`src/rtl/stdp_train_ctrl_if.sv`:
```
// rtl/stdp_train_ctrl_if.sv - host and neuron signal bundle for the STDP training controller
interface stdp_train_ctrl_if #(
   parameter int STEP_W = 8
);
   logic              start;
   logic              abort;
   logic [7:0]        pattern;
   logic [STEP_W-1:0] steps;
   logic              learn_en;
   logic              spike_in;
   logic [7:0]        neuron_inputs;
   logic              learn;
   logic              busy;
   logic              done;
   logic [7:0]        spike_count;

   // Host/neuron side: drives requests and the neuron spike, observes the controller.
   modport master (
      output start, abort, pattern, steps, learn_en, spike_in,
      input  neuron_inputs, learn, busy, done, spike_count
   );

   // Controller side.
   modport slave (
      input  start, abort, pattern, steps, learn_en, spike_in,
      output neuron_inputs, learn, busy, done, spike_count
   );
endinterface

```
`src/rtl/stdp_train_ctrl.sv`:
```
// rtl/stdp_train_ctrl.sv - presents a latched spike pattern to one STDP neuron with refractory gating
module stdp_train_ctrl #(
   parameter int REFRACT = 3,
   parameter int STEP_W  = 8
) (
   input  logic             clk,
   input  logic             reset,
   stdp_train_ctrl_if.slave bus
);
   localparam int REF_W = (REFRACT > 1) ? $clog2(REFRACT + 1) : 1;

   typedef enum logic [1:0] {
      IDLE = 2'd0,
      RUN  = 2'd1,
      REFR = 2'd2,
      DONE = 2'd3
   } state_t;

   state_t            state_q, state_d;
   logic [STEP_W-1:0] step_cnt_q, step_cnt_d;
   logic [STEP_W-1:0] steps_q, steps_d;
   logic [REF_W-1:0]  ref_cnt_q, ref_cnt_d;
   logic [7:0]        pattern_q, pattern_d;
   logic              learn_en_q, learn_en_d;
   logic [7:0]        count_q, count_d;

   logic [STEP_W-1:0] step_nxt;
   logic              last_step;
   logic [7:0]        count_inc;

   assign step_nxt  = step_cnt_q + 1'b1;
   assign last_step = (step_nxt == steps_q);
   assign count_inc = (count_q == 8'hFF) ? count_q : count_q + 8'd1;

   always_ff @(posedge clk or posedge reset) begin
      if (reset) begin
         state_q    <= IDLE;
         step_cnt_q <= '0;
         steps_q    <= '0;
         ref_cnt_q  <= '0;
         pattern_q  <= '0;
         learn_en_q <= 1'b0;
         count_q    <= '0;
      end else begin
         state_q    <= state_d;
         step_cnt_q <= step_cnt_d;
         steps_q    <= steps_d;
         ref_cnt_q  <= ref_cnt_d;
         pattern_q  <= pattern_d;
         learn_en_q <= learn_en_d;
         count_q    <= count_d;
      end
   end

   // Priority inside a presentation: abort, then completion, then spike handling.
   always_comb begin
      state_d    = state_q;
      step_cnt_d = step_cnt_q;
      steps_d    = steps_q;
      ref_cnt_d  = ref_cnt_q;
      pattern_d  = pattern_q;
      learn_en_d = learn_en_q;
      count_d    = count_q;
      case (state_q)
         IDLE: begin
            if (bus.start) begin
               pattern_d  = bus.pattern;
               steps_d    = bus.steps;
               learn_en_d = bus.learn_en;
               count_d    = '0;
               step_cnt_d = '0;
               ref_cnt_d  = '0;
               state_d    = (bus.steps == '0) ? DONE : RUN;
            end
         end
         RUN: begin
            if (bus.abort) begin
               state_d = IDLE;
            end else begin
               step_cnt_d = step_nxt;
               if (bus.spike_in) begin
                  count_d = count_inc;
               end
               if (last_step) begin
                  state_d = DONE;
               end else if (bus.spike_in && (REFRACT > 0)) begin
                  state_d   = REFR;
                  ref_cnt_d = REF_W'(REFRACT);
               end
            end
         end
         REFR: begin
            if (bus.abort) begin
               state_d = IDLE;
            end else begin
               step_cnt_d = step_nxt;
               ref_cnt_d  = ref_cnt_q - 1'b1;
               if (last_step) begin
                  state_d = DONE;
               end else if (ref_cnt_q <= REF_W'(1)) begin
                  state_d = RUN;
               end
            end
         end
         DONE: begin
            state_d = IDLE;
         end
         default: begin
            state_d = IDLE;
         end
      endcase
   end

   assign bus.neuron_inputs = (state_q == RUN) ? pattern_q : 8'h00;
   assign bus.learn         = (state_q == RUN) ? learn_en_q : 1'b0;
   assign bus.busy          = (state_q == RUN) || (state_q == REFR);
   assign bus.done          = (state_q == DONE);
   assign bus.spike_count   = count_q;
endmodule

```
`src/flat_wrapper.sv`:
```
// flat-port wrapper written by rule: the top's interface ports become plain ports
module stdp_train_ctrl_flat 
#(
   parameter int REFRACT = 3,
   parameter int STEP_W  = 8
)
  (clk, reset, bus_start, bus_abort, bus_pattern, bus_steps, bus_learn_en, bus_spike_in, bus_neuron_inputs, bus_learn, bus_busy, bus_done, bus_spike_count);
  stdp_train_ctrl_if #(.STEP_W(STEP_W)) bus_i ();
  input  logic clk;
  input  logic reset;
  input wire logic [$bits(bus_i.start)-1:0] bus_start;
  input wire logic [$bits(bus_i.abort)-1:0] bus_abort;
  input wire logic [$bits(bus_i.pattern)-1:0] bus_pattern;
  input wire logic [$bits(bus_i.steps)-1:0] bus_steps;
  input wire logic [$bits(bus_i.learn_en)-1:0] bus_learn_en;
  input wire logic [$bits(bus_i.spike_in)-1:0] bus_spike_in;
  output wire logic [$bits(bus_i.neuron_inputs)-1:0] bus_neuron_inputs;
  output wire logic [$bits(bus_i.learn)-1:0] bus_learn;
  output wire logic [$bits(bus_i.busy)-1:0] bus_busy;
  output wire logic [$bits(bus_i.done)-1:0] bus_done;
  output wire logic [$bits(bus_i.spike_count)-1:0] bus_spike_count;
  assign bus_i.start = bus_start;
  assign bus_i.abort = bus_abort;
  assign bus_i.pattern = bus_pattern;
  assign bus_i.steps = bus_steps;
  assign bus_i.learn_en = bus_learn_en;
  assign bus_i.spike_in = bus_spike_in;
  assign bus_neuron_inputs = bus_i.neuron_inputs;
  assign bus_learn = bus_i.learn;
  assign bus_busy = bus_i.busy;
  assign bus_done = bus_i.done;
  assign bus_spike_count = bus_i.spike_count;
  stdp_train_ctrl #(.REFRACT(REFRACT), .STEP_W(STEP_W)) u_core (.clk(clk), .reset(reset), .bus(bus_i));
endmodule
```
`config.mk`:
```
export PLATFORM = sky130hd
export DESIGN_NAME = stdp_train_ctrl_flat
export DESIGN_NICKNAME = d
export VERILOG_FILES = /design/src/rtl/stdp_train_ctrl_if.sv /design/src/rtl/stdp_train_ctrl.sv /design/src/flat_wrapper.sv
export SDC_FILE = /design/constraint.sdc
export NUM_CORES = 1
export LEC_CHECK = 0
export BUFFER_PORTS_ARGS = -buffer_cell sky130_fd_sc_hd__buf_2
export CORE_ASPECT_RATIO = 0.9
export CORE_MARGIN = 2
export CORE_UTILIZATION = 26
export DETAILED_ROUTE_END_ITERATION = 7
export SYNTH_ARGS = -nofsm -noshare
export SYNTH_HDL_FRONTEND = slang
export SYNTH_SLANG_ARGS = --single-unit
export TNS_END_PERCENT = 50
```
`constraint.sdc`:
```
create_clock -name clk -period 3.1 [get_ports clk]
set_clock_uncertainty 0.15 [all_clocks]
set_input_delay 0.31 -clock clk [delete_from_list [all_inputs] [get_ports clk]]
set_output_delay 0.31 -clock clk [all_outputs]
set_load 0.02 [all_outputs]
```
==> metrics.md, run 1 <==
| Metric | Value |
|---|---|
| Outcome | finished, violations left |
| Violated checks | hold timing |
| Yosys cell types | 51 |
| RSZ-0062 raised after global routing | no |
| DR WL/cell | around 13 um |
| Max-slew violations | 0 |
| Multi-input gate area | about 1200 um2 |
| Die area | roughly 9300 um2 |
| Grt ovf | 0 |
| Post-layout min period | between 2000 and 3000 ps |
| XOR/XNOR Fraction of Synth Area | 0.0502 |
| GPL Wtd Cong | around 0.80 |
| Clk slew on worst S/H paths | roughly 80 ps |
| PortBufs | 40 |
| CTS tree | built |
| Fin nets | 283 |
| Clk buf depth | 2 |
| CP max stage cell | dfrtp_1 |
| Sequential fraction of the synthesis area | 0.417 |
| Power consumption | around 2.2 mW |
| Cell taking the most area after synthesis | dfrtp_1 |
| Core area | slightly above 8000 um2 |
| Yosys warning count | 0 |
| DIE HEIGHT | about 92 um |
| Worst Tran Pin Value | ~850 ps |
| Worst skew pair latency | 290 ps |
| Crit path DAT | 2790 ps |
| Post-synthesis mux area share | 0.0975 |
| Worst slew margin | 0.428 |
| DRT Pass-1 Iters | 4 |
| Gr usage total | 0.106 |
| DRC | 0 |
| Final wirelength | roughly 4800 um |
| Share of cells above drive strength 1 | 0.310 |
| Adder-cell share of the synthesized area | 0.0395 |
| DP HPWL | approximately 3600 um |
| Fillers | ~860 |
| Required @ worst endpoint | between 3000 and 4000 ps |
| R2R depth | 7 |
| Leakage | 1.20 nW |
| Ant. Diodes | 0 |
| Min-Delay Path Class | input pin to asynchronous set/reset pin |
| Largest family of logic cells by synthesized area | simple AND/OR/NAND/NOR gates |
| DR iter-0 viols | between 90 and 100 |
| Syn avg cell area | between 10 and 15 um2 |
| Total number of vias | between 1,500 and 2,000 |
| CTS root buffer | clkbuf_8 |
| CP Max Fanout | 7 |
| Post-synthesis cell area | between 2000 and 2500 um2 |
| Yosys top cell area share | 0.417 |
| Top cells by area, synth | dfrtp_1 42%, mux2_2 8.6%, a22o_1 3.9% |
| Vias in the first global route | approximately 1,500 |
| Fmax | roughly 360 MHz |
| Max IR drop VDD | roughly 0.4 mV |
| Final setup viols | 0 |
| WS Path Type | flop to flop |
| H-tree lvl count | 2 |
| Crit end category | flop |
| Largest net degree at the start of global routing | 22 |
| Antenna-violating nets left | 0 |
| Final hold vios | 6 |
| Initial antenna violation count | 0 |
| CTS Sinks | 37 |
| Post-Synthesis Cells | about 220 |
| Post-Syn Nets | between 200 and 250 |
| Sequential Area | roughly 900 um2 |
| Post-CTS Setup Bufs | 0 |
| Final period util | 0.891 |
| Setup Total Neg Slack | 0 ps |
| Post-DP Area | between 2000 and 3000 um2 |
| Slowest stage delay, CP | 480 ps |
| First-pass GRT wire length | between 7000 and 8000 um |
| Post-synthesis simple-gate area fraction | 0.198 |
| Core Rows | 31 |
| Initial Util | 0.271 |
| DP Worst Slack | 361 ps |
| Die W | ~100 um |
| Synth Register Bits | 37 |
| Post-route cell area | ~2700 um2 |
| Max-cap violations | 0 |
| Vias/cell | 4.69 |
| CTS resizes | 0 |
| Final Worst Setup Slack | between 300 and 400 ps |
| CP startpoint kind | flop |
| Post-synthesis compound-gate area fraction | 0.162 |
| I/O pins | 41 |
| Cts hold-fix bufs | 0 |
| Crit-path cells | ha_1 > nand3_2 > or2_2 > xnor2_2 > nor4_4 > mux2_4 > a221o_1 |
| Number of CTS-inserted buffers | 5 |
| P&R area growth vs syn | 19.5% |
| WHS | -6.60 ps |
| PD cells | between 800 and 900 nW/um2 |
## through the flow
stage               hold WS, ps  utilization  cells
global placement            330        0.309    362
detailed placement          336        0.309    362
floorplan                   311            -    215
CTS                        15.9        0.324    370
global route               68.2        0.324    370
finish                    -6.60        0.324    370
## state kept, by name (all words and copies together), names as in the netlist
register and cells:
u_core.ref_cnt_q 2, u_core.pattern_q 8, u_core.bus.spike_count 8, u_core.steps_q 8
u_core.step_cnt_q 8, u_core.state_q 2, u_core.learn_en_q 1
## report_power, final
group / internal, mW / switching, mW
Sequential: 0.641 / 0.127
Combinational: 0.440 / 0.579
Clock: 0.262 / 0.176
Total: 1.34 / 0.883
## synthesized netlist by cell type (all sizes together)
cell type / instances
o211ai: 2
nor4bb: 1
o21ai: 15
o2111ai: 1
and2b: 1
a21o: 3
buf: 3
o41ai: 1
ha: 7
inv: 7
nand4: 4
a221o: 1
nand4b: 1
o31ai: 7
o21ba: 1
nand3b: 3
o22ai: 1
or3: 1
and2: 13
xnor2: 6
clkbuf: 8
o311ai: 1
a22oi: 1
nand2: 17
a211oi: 1
a21oi: 5
nand3: 5
nor3: 3
xor2: 5
nor2b: 1
o21bai: 1
or4: 4
or2: 4
mux2i: 1
mux2: 18
and4: 1
nor3b: 2
dfrtp: 37
nand2b: 3
nor2: 6
a22o: 10
nor4: 2
## cell usage in the layout (no fill, tap or decap), types with 2 or more instances in the layout
cell	netlist	routed
a21o_1	3	3
and2_1	13	13
nand3b_1	3	3
nand2_1	17	17
nor3_1	3	3
mux2_2	17	17
nor3b_1	2	2
or4_1	4	4
o31ai_1	7	7
nand3_1	3	3
nor2_1	6	6
ha_1	7	7
or2_2	2	2
o211ai_1	2	2
xnor2_1	4	4
dfrtp_1	37	37
xor2_1	5	5
a21oi_1	5	5
clkbuf_8	0	6
nand4_1	4	4
xnor2_2	2	2
buf_4	1	3
a22o_1	10	10
nand2b_1	3	3
o21ai_0	15	15
buf_2	1	40
inv_1	7	7
## cells by family (layout without fill, tap and decap cells)
family | after synthesis | in the layout
multiplexers | 19 | 19
flip-flops | 37 | 37
AO/OA/AOI/OAI | 51 | 51
buffers and inverters | 18 | 58
AND/OR/NAND/NOR | 72 | 72
XOR/XNOR | 11 | 11
adder cells (fa/ha/maj) | 7 | 7
## worst max-delay path: cells and delay by family (launching register included)
family / cells / cell delay, ps
adders and majority gates: 1 / 310
AOI/OAI and AO/OA: 1 / 280
xor gates and xnor gates: 1 / 160
muxes: 1 / 340
and+or+nand+nor: 3 / 920
DFF: 1 / 480
## worst paths after layout
| check | start | to | slack, ps |
|---|---|---|---|
| max reg2reg | u_core.step_cnt_q[0] | u_core.ref_cnt_q[0] | 340 |
| min in group clk | bus_pattern[4] | u_core.pattern_q[4] | 100 |
| max in group asynchronous | reset | u_core.step_cnt_q[0] | 2070 |
| min reg2reg | u_core.pattern_q[2] | u_core.pattern_q[2] | 360 |
| max | u_core.step_cnt_q[0] | u_core.ref_cnt_q[0] | 340 |
| min | reset | u_core.step_cnt_q[5] | -7 |
## layer usage
metal  vias to the layer above  routed length, um  global-route usage
li1                        858                  -                   -
met1                       831               2430               0.158
met2                        41               2160               0.155
met3                         5                180              0.0244
met4                         0                 49              0.0270
met5                         -                  0                   0
## layout make-up
class	count	share of cell area
inverter	7	0.00991
timing repair buffer	43	0.0840
tap	115	0.0542
clock buffer	6	0.0311
clock inverter	2	0.0142
multi-input combinational	160	0.458
sequential	37	0.349
(Power assumes the default switching activity.)
==> run 2: changes to the inputs <==
--- a/config.mk
+++ b/config.mk
@@ -10,6 +10,7 @@
 export CORE_MARGIN = 2
 export CORE_UTILIZATION = 26
 export DETAILED_ROUTE_END_ITERATION = 7
+export SETUP_SLACK_MARGIN = 0.5
 export SYNTH_ARGS = -nofsm -noshare
 export SYNTH_HDL_FRONTEND = slang
 export SYNTH_SLANG_ARGS = --single-unit
==> run 2 against run 1 <==
Net effect: the flow still finishes with violations (hold timing); via count increased by 1.1%; clock power about the same; sequential cell count unchanged; sequential share of layout area decreased by 0.20 points; critical path depth unchanged; global-route usage increased by 0.064 points; sequential power about the same.
==> metrics.md, run 2 (synthesis results as in run 1) <==
| Metric | Value |
|---|---|
| DP HPWL | 3580 um (unchanged) |
| Gr usage total | 0.107 (+0.000637) |
| Worst Tran Pin Value | 866 ps (+11.2 ps) |
| Core Rows | 31 (unchanged) |
| Outcome | finished, violations left |
| Crit-path cells | ha_2 > o21ba_2 > a22oi_1 > o2111ai_2 > nor4_4 > mux2_4 > a221o_1 |
| Final wirelength | 4850 um (+0.54%) |
| Final setup viols | 0 (unchanged) |
| Antenna-violating nets left | 0 (unchanged) |
| Leakage | 1.20 nW (+0.62%) |
| Required @ worst endpoint | 3130 ps (about the same) |
| DR WL/cell | 13.0 um (about the same) |
| P&R area growth vs syn | 20.3% |
| Largest net degree at the start of global routing | 22 (unchanged) |
| Commonest non-fill, non-tap cell in the layout | buf_2 |
| DRC | 0 (unchanged) |
| CP Max Fanout | 6 (-1) |
| Post-route cell area | 2670 um2 (+0.71%) |
| Worst slew margin | 0.420 (-0.00748) |
| WHS | -5.55 ps (+1.05 ps) |
| Vias in the first global route | 1,552 (+0.32%) |
| Logic pwr share | 0.462 (+0.004) |
| Final core occ | 0.326 (+0.00229) |
| I/O pins | 41 (unchanged) |
| CTS Sinks | 37 (unchanged) |
| Die area | 9290 um2 (unchanged) |
| Min-Delay Path Class | input pin to asynchronous set/reset pin |
| Clk slew on worst S/H paths | 80 ps (about the same) |
| CTS tree | built |
| Slowest stage delay, CP | 460 ps (-20 ps) |
| Number of CTS-inserted buffers | 5 (unchanged) |
| PD cells | 839 nW/um2 (about the same) |
| Final hold vios | 4 (-2) |
| Max IR drop VDD | 0.399 mV (-0.19%) |
| Clk pwr share | 0.195 (-0.002) |
| Setup Total Neg Slack | 0 ps (unchanged) |
| Commonest cells after routing, fill and taps aside | 40 x buf_2, 36 x dfrtp_1, 17 x nand2_1, 17 x mux2_2, 15 x o21ai_0 |
| Crit end category | flop |
| Initial antenna violation count | 0 (unchanged) |
| H-tree lvl count | 2 (unchanged) |
| Clk buf depth | 2 (unchanged) |
| Max-cap violations | 0 (unchanged) |
| Fmax | 413 MHz (+14%) |
| Core area | 8180 um2 (unchanged) |
| Vias/cell | 4.72 (+0.55%) |
| Max-slew violations | 0 (unchanged) |
| Switching Power | 884 uW (+0.18%) |
| DR iter-0 viols | 100 (+8.7%) |
| WS Path Type | flop to flop |
| CTS root buffer | clkbuf_8 |
| CP startpoint kind | flop |
| CP max stage cell | dfrtp_2 |
| Fin nets | 285 (+0.71%) |
| GR Layer Usage met2 | 0.156 (+0.00110) |
| Crit path DAT | 2450 ps (-340 ps) |
| Ant. Diodes | 0 (unchanged) |
| Grt ovf | 0 (unchanged) |
| Switching share of total power | 0.394 (-0.00235) |
| Gr busiest metal | met1 |
| Worst skew pair latency | 290 ps (about the same) |
| PortBufs | 40 (unchanged) |
| Die W | 101 um (unchanged) |
| Post-layout min period | 2420 ps (-339 ps) |
| Share of cells above drive strength 1 | 0.323 (+0.0132) |
| GR Util met1 | 0.159 (+0.000953) |
| Final period util | 0.782 (-0.109) |
| DIE HEIGHT | 91.7 um (unchanged) |
| Share of power burned in registers | 0.343 (-0.002) |
| Internal power | 1.36 mW (+1.2%) |
| Initial Util | 0.271 (unchanged) |
| Post-DP Area | 2530 um2 (unchanged) |
| DRT Pass-1 Iters | 4 (unchanged) |
| Total number of vias | 1,754 (+1.1%) |
| Violated checks | hold timing |
| GPL Wtd Cong | 0.797 (unchanged) |
| RSZ-0062 raised after global routing | no |
| Grt met3 use | 0.0244 (unchanged) |
| First-pass GRT wire length | 7930 um (+0.62%) |
run 2: cell count changes in the layout (fill, tap and decap cells not counted):
cell      change
buf_4         +2
dfrtp_1       -1
dfrtp_2       +1
ha_1          -1
ha_2          +1
o311ai_0      -1
o311ai_1      +1
run 2: timing repair:
| item | 4_1_cts | 5_1_grt |
|---|---|---|
| cloned | 0 | 0 |
| pin swaps | 1 | 1 |
| setup endpoints to repair | 1 | 2 |
| hold buffers | 0 | 0 |
| resized for setup | 0 | 3 |
| buffers inserted | 1 | 1 |
run 2: layout make-up:
type                            count  area, um2
Clock inverter                      2       37.5
Inverter                            7       26.3
Fill cell                         859       5510
Multi-Input combinational cell    160       1220
Timing Repair Buffer               45        238
Clock buffer                        6       82.6
Tap cell                          115        144
Sequential cell                    37        927
run 2: worst paths after layout:
path                       slack [ps]              endpoint                 start  cells past startpoint
min                                -6  u_core.step_cnt_q[5]                 reset                      2
max in group asynchronous        2050  u_core.step_cnt_q[0]                 reset                      3
max reg2reg                       680   u_core.ref_cnt_q[0]  u_core.step_cnt_q[0]                      7
min reg2reg                       360   u_core.pattern_q[2]   u_core.pattern_q[2]                      1
min in group clk                  100   u_core.pattern_q[4]        bus_pattern[4]                      2
max                               680   u_core.ref_cnt_q[0]  u_core.step_cnt_q[0]                      7
run 2: worst max-delay path, delay by kind of cell (launching register included):
family / cells / cell delay [ps]
adder cells (fa/ha/maj): 1 / 240
AO/OA/AOI/OAI: 4 / 840
flip-flops: 1 / 460
AND/OR/NAND/NOR: 1 / 290
multiplexers: 1 / 320
run 2: through the flow:
stage | hold WS [ps] | instances | total power, mW | worst slack [ps]
global route | 68.2 | 372 | 2.42 | 504
global placement | 330 | 362 | 1.78 | 442
finish | -5.55 | 372 | 2.24 | 677
CTS | 15.9 | 371 | 2.25 | 582
detailed placement | 336 | 362 | 1.80 | 361
floorplan | 311 | 215 | 1.55 | 554
run 2: layer usage:
metal | routed length [um] | part of all wire
met1 | 2390 | 0.49
met2 | 2200 | 0.45
met3 | 206 | 0.043
met4 | 55 | 0.011
met5 | 0 | 0
run 2: power by group through the flow:
stage,Sequential (mW),Combinational [mW],Clock [mW]
after floorplan,0.748,0.803,0
after global placement,0.769,1.01,0
after detailed placement,0.779,1.02,0
after CTS,0.769,1.03,0.452
after global routing,0.791,1.16,0.471
final,0.770,1.04,0.437
==> run 3: changes to the inputs <==
--- a/config.mk
+++ b/config.mk
@@ -5,6 +5,7 @@
 export SDC_FILE = /design/constraint.sdc
 export NUM_CORES = 1
 export LEC_CHECK = 0
+export ABC_AREA = 1
 export BUFFER_PORTS_ARGS = -buffer_cell sky130_fd_sc_hd__buf_2
 export CORE_ASPECT_RATIO = 0.9
 export CORE_MARGIN = 2
==> constraint.sdc (replaced) <==
create_clock -name clk -period 2.1 [get_ports clk]
set_clock_uncertainty 0.15 [all_clocks]
set_input_delay 0.21 -clock clk [delete_from_list [all_inputs] [get_ports clk]]
set_output_delay 0.21 -clock clk [all_outputs]
set_load 0.02 [all_outputs]
==> run 3 against run 2 <==
Net effect: sequential share of layout area fell by 4.7 points; die area shrank 4.5%; largest power group unchanged; synthesized cell count rose by 27%; sequential cell count is the same; wire length grew 12%; worst hold slack improved by 6.9 ps; maximum frequency increased by 22%; total power is 94% higher; design area up 16%; the flow now finishes without violations.
==> metrics.md, run 3 <==
| Metric | Value |
|---|---|
| DRT Pass-1 Iters | 4 (unchanged) |
| Core Rows | 31 (unchanged) |
| Multi-input gate area | 1180 um2 (-2.7%) |
| Crit path DAT | 2070 ps (-380 ps) |
| Clk pwr share | 0.152 (-0.043) |
| Core area | 7990 um2 (-2.4%) |
| Logic pwr share | 0.580 (+0.118) |
| Cells after DPL | 412 (+14%) |
| FF-to-FF Start | u_core.state_q[0] |
| Post-synthesis compound-gate area fraction | 0.114 (-0.0482) |
| First-pass GRT wire length | 8490 um (+7.1%) |
| Initial antenna violation count | 0 (unchanged) |
| Outcome | complete, no violations |
| H-tree lvl count | 2 (unchanged) |
| Vias in the first global route | 1,917 (+24%) |
| Yosys top cell area share | 0.438 (+0.0207) |
| Fillers | 816 (-5.0%) |
| Grt ovf | 0 (unchanged) |
| Initial Util | 0.265 (-0.00657) |
| Clk slew on worst S/H paths | 80 ps (about the same) |
| Post-DP Area | 2490 um2 (-1.7%) |
| Commonest cells post-synth | 66 x nand2_1, 48 x inv_1, 37 x dfrtp_1 |
| CP Max Fanout | 5 (-1) |
| Post-layout min period | 1980 ps (-440 ps) |
| CP startpoint kind | flop |
| Commonest cells after routing, fill and taps aside | 52 x nand2_1, 44 x inv_1, 37 x buf_2 |
| Vias/cell | 4.50 (-4.7%) |
| PD cells | 1410 nW/um2 (+68%) |
| XOR/XNOR Fraction of Synth Area | 0.00828 (-0.0419) |
| Antenna-violating nets left | 0 (unchanged) |
| Top cells by area, synth | dfrtp_1 44%, nand2_1 12%, inv_1 8.5% |
| Required @ worst endpoint | 2190 ps (-940 ps) |
| GPL Wtd Cong | 0.798 (+0.10%) |
| Top_reg_cell synth | dfrtp_1 |
| Total number of vias | 2,023 (+15%) |
| Post-Synthesis Cells | 272 (+27%) |
| Share of power burned in registers | 0.268 (-0.075) |
| RSZ-0062 raised after global routing | yes |
| Sequential fraction of the synthesis area | 0.438 (+0.0207) |
| Internal power | 2.50 mW (+84%) |
| DRC | 0 (unchanged) |
| Critical path startpoint | u_core.state_q[0] |
| Adder-cell share of the synthesized area | 0.0414 (+0.00196) |
| Largest net degree at the start of global routing | 38 (+73%) |
| Final setup viols | 0 (unchanged) |
| DR WL/cell | 12.1 um (-7.4%) |
| Worst Tran Pin Value | 489 ps (-377 ps) |
| DR iter-0 viols | 97 (-3.0%) |
| Final wirelength | 5430 um (+12%) |
| WHS | 1.33 ps (+6.88 ps) |
| Post-synthesis cell area | 2110 um2 (-4.7%) |
| DIE HEIGHT | 89.6 um (-2.3%) |
| Post-Layout Cell Count | 450 (+21%) |
| Post-Syn Nets | 301 (+23%) |
| Ant. Diodes | 0 (unchanged) |
| Yosys cell types | 29 (-43%) |
| Final hold vios | 0 (-4) |
| Flop2flop setup slack | 120 ps (-560 ps) |
| Number of CTS-inserted buffers | 5 (unchanged) |
| Fin nets | 379 (+33%) |
| P&R area growth vs syn | 46.0% |
| Switching share of total power | 0.427 (+0.0327) |
| Die W | 99.1 um (-2.3%) |
| RR Endpoint | u_core.bus.spike_count[7] |
| Worst slew margin | 0.674 (+0.254) |
| Worst Setup EP | u_core.bus.spike_count[7] |
| Post-route cell area | 3090 um2 (+16%) |
| DP HPWL | 3550 um (-0.72%) |
| Async set-or-reset flop fraction in the synthesized netlist | 1.00 (unchanged) |
| Sequential Area | 927 um2 (unchanged) |
| R2R depth | 10 (+3) |
| Cell taking the most area after synthesis | dfrtp_1 |
| Max IR drop VDD | 0.731 mV (+83%) |
| Syn avg cell area | 7.77 um2 (-25%) |
| Share of cells above drive strength 1 | 0.413 (+0.0901) |
| PortBufs | 40 (unchanged) |
| EDFF count, synth | 0 (unchanged) |
| Crit end category | flop |
| Switching Power | 1.86 mW (+110%) |
| Gr usage total | 0.120 (+0.0131) |
| Min-Delay Path Class | input pin to flop |
| Largest family of logic cells by synthesized area | simple AND/OR/NAND/NOR gates |
| Most common cell in the netlist | nand2_1 |
| CTS root buffer | clkbuf_8 |
| Clk buf depth | 2 (unchanged) |
| Commonest non-fill, non-tap cell in the layout | nand2_1 |
| WS Path Type | flop to flop |
| CTS tree | built |
| Max-slew violations | 0 (unchanged) |
| Die area | 8870 um2 (-4.5%) |
| I/O pins | 41 (unchanged) |
| CTS Sinks | 37 (unchanged) |
| Max-cap violations | 0 (unchanged) |
| Fmax | 504 MHz (+22%) |
| Power consumption | 4.36 mW (+94%) |
| Final period util | 0.945 (+0.163) |
| Synth Register Bits | 37 (unchanged) |
| Leakage | 1.57 nW (+31%) |
| Post-synthesis mux area share | 0.0479 (-0.0496) |
| Worst skew pair latency | 300 ps (about the same) |
| Yosys warning count | 0 (unchanged) |
| Post-synthesis simple-gate area fraction | 0.251 (+0.0536) |
| Setup Total Neg Slack | 0 ps (unchanged) |
-- run 3: worst min path at each step --
stage | startpoint | end | slack [ps] | cells past startpoint
floorplan | bus_learn_en | u_core.learn_en_q | 210 | 1
global placement | reset | u_core.bus.spike_count[1] | 200 | 3
detailed placement | reset | u_core.bus.spike_count[2] | 210 | 3
CTS | bus_pattern[1] | u_core.pattern_q[1] | 1 | 2
global route | bus_pattern[5] | u_core.pattern_q[5] | 3 | 2
finish | bus_pattern[1] | u_core.pattern_q[1] | 1 | 2
-- run 3: final cells by class --
class | count | share of cell area
Clock inverter | 2 | 0.0122
Multi-Input combinational cell | 180 | 0.383
Clock buffer | 6 | 0.0268
Inverter | 50 | 0.0624
Sequential cell | 37 | 0.300
Timing Repair Buffer | 76 | 0.175
Tap cell | 99 | 0.0401
-- run 3: routing by layer --
layer / global-route usage / vias up / wire length, um
met5: 0 / - / 0
met4: 0.0448 / 0 / 100
met3: 0.0321 / 10 / 229
met2: 0.209 / 49 / 2710
met1: 0.144 / 940 / 2390
li1: - / 1024 / -
-- run 3: logic make-up (layout without fill, tap and decap cells) --
family          after synthesis  count (layout)
simple gates                120             120
buf+inv                      55             134
compound gates               42              42
flops                        37              37
mux                           9               9
fa+ha+maj                     7               7
xor+xnor                      2               2
-- run 3: worst max-delay path, cell delays in order, from the launching register on --
cell and delay [ps]:
dfrtp_1 410, buf_6 130, ha_4 170, inv_4 50, nor2_2 30, a211oi_2 210
o21ai_2 120, nor2_4 210, nand2_4 110, o21ai_2 160, and3_1 160
-- run 3: what timing repair did --
action | 4_1_cts | 5_1_grt
cloned | 0 | 1
hold buffers | 8 | 0
hold endpoints to repair | 44 | 0
setup endpoints to repair | 47 | 30
gates resized for setup | 26 | 40
pin swaps | 10 | 7
buffers inserted | 12 | 9
-- run 3: through the flow --
stage,setup slack [ps],utilization
after CTS,240,0.361
after detailed placement,47.6,0.311
after global placement,99.1,0.311
final,116,0.386
after global routing,55.2,0.386
after floorplan,305,-
-- run 3: power by group through the flow --
stage / logic, mW / clock network [mW] / registers (mW)
2_1_floorplan: 1.31 / 0 / 1.15
3_5_place_dp: 1.79 / 0 / 1.17
4_1_cts: 2.15 / 0.675 / 1.16
5_1_grt: 2.79 / 0.700 / 1.20
6_report: 2.53 / 0.664 / 1.17
3_3_place_gp: 1.76 / 0 / 1.15
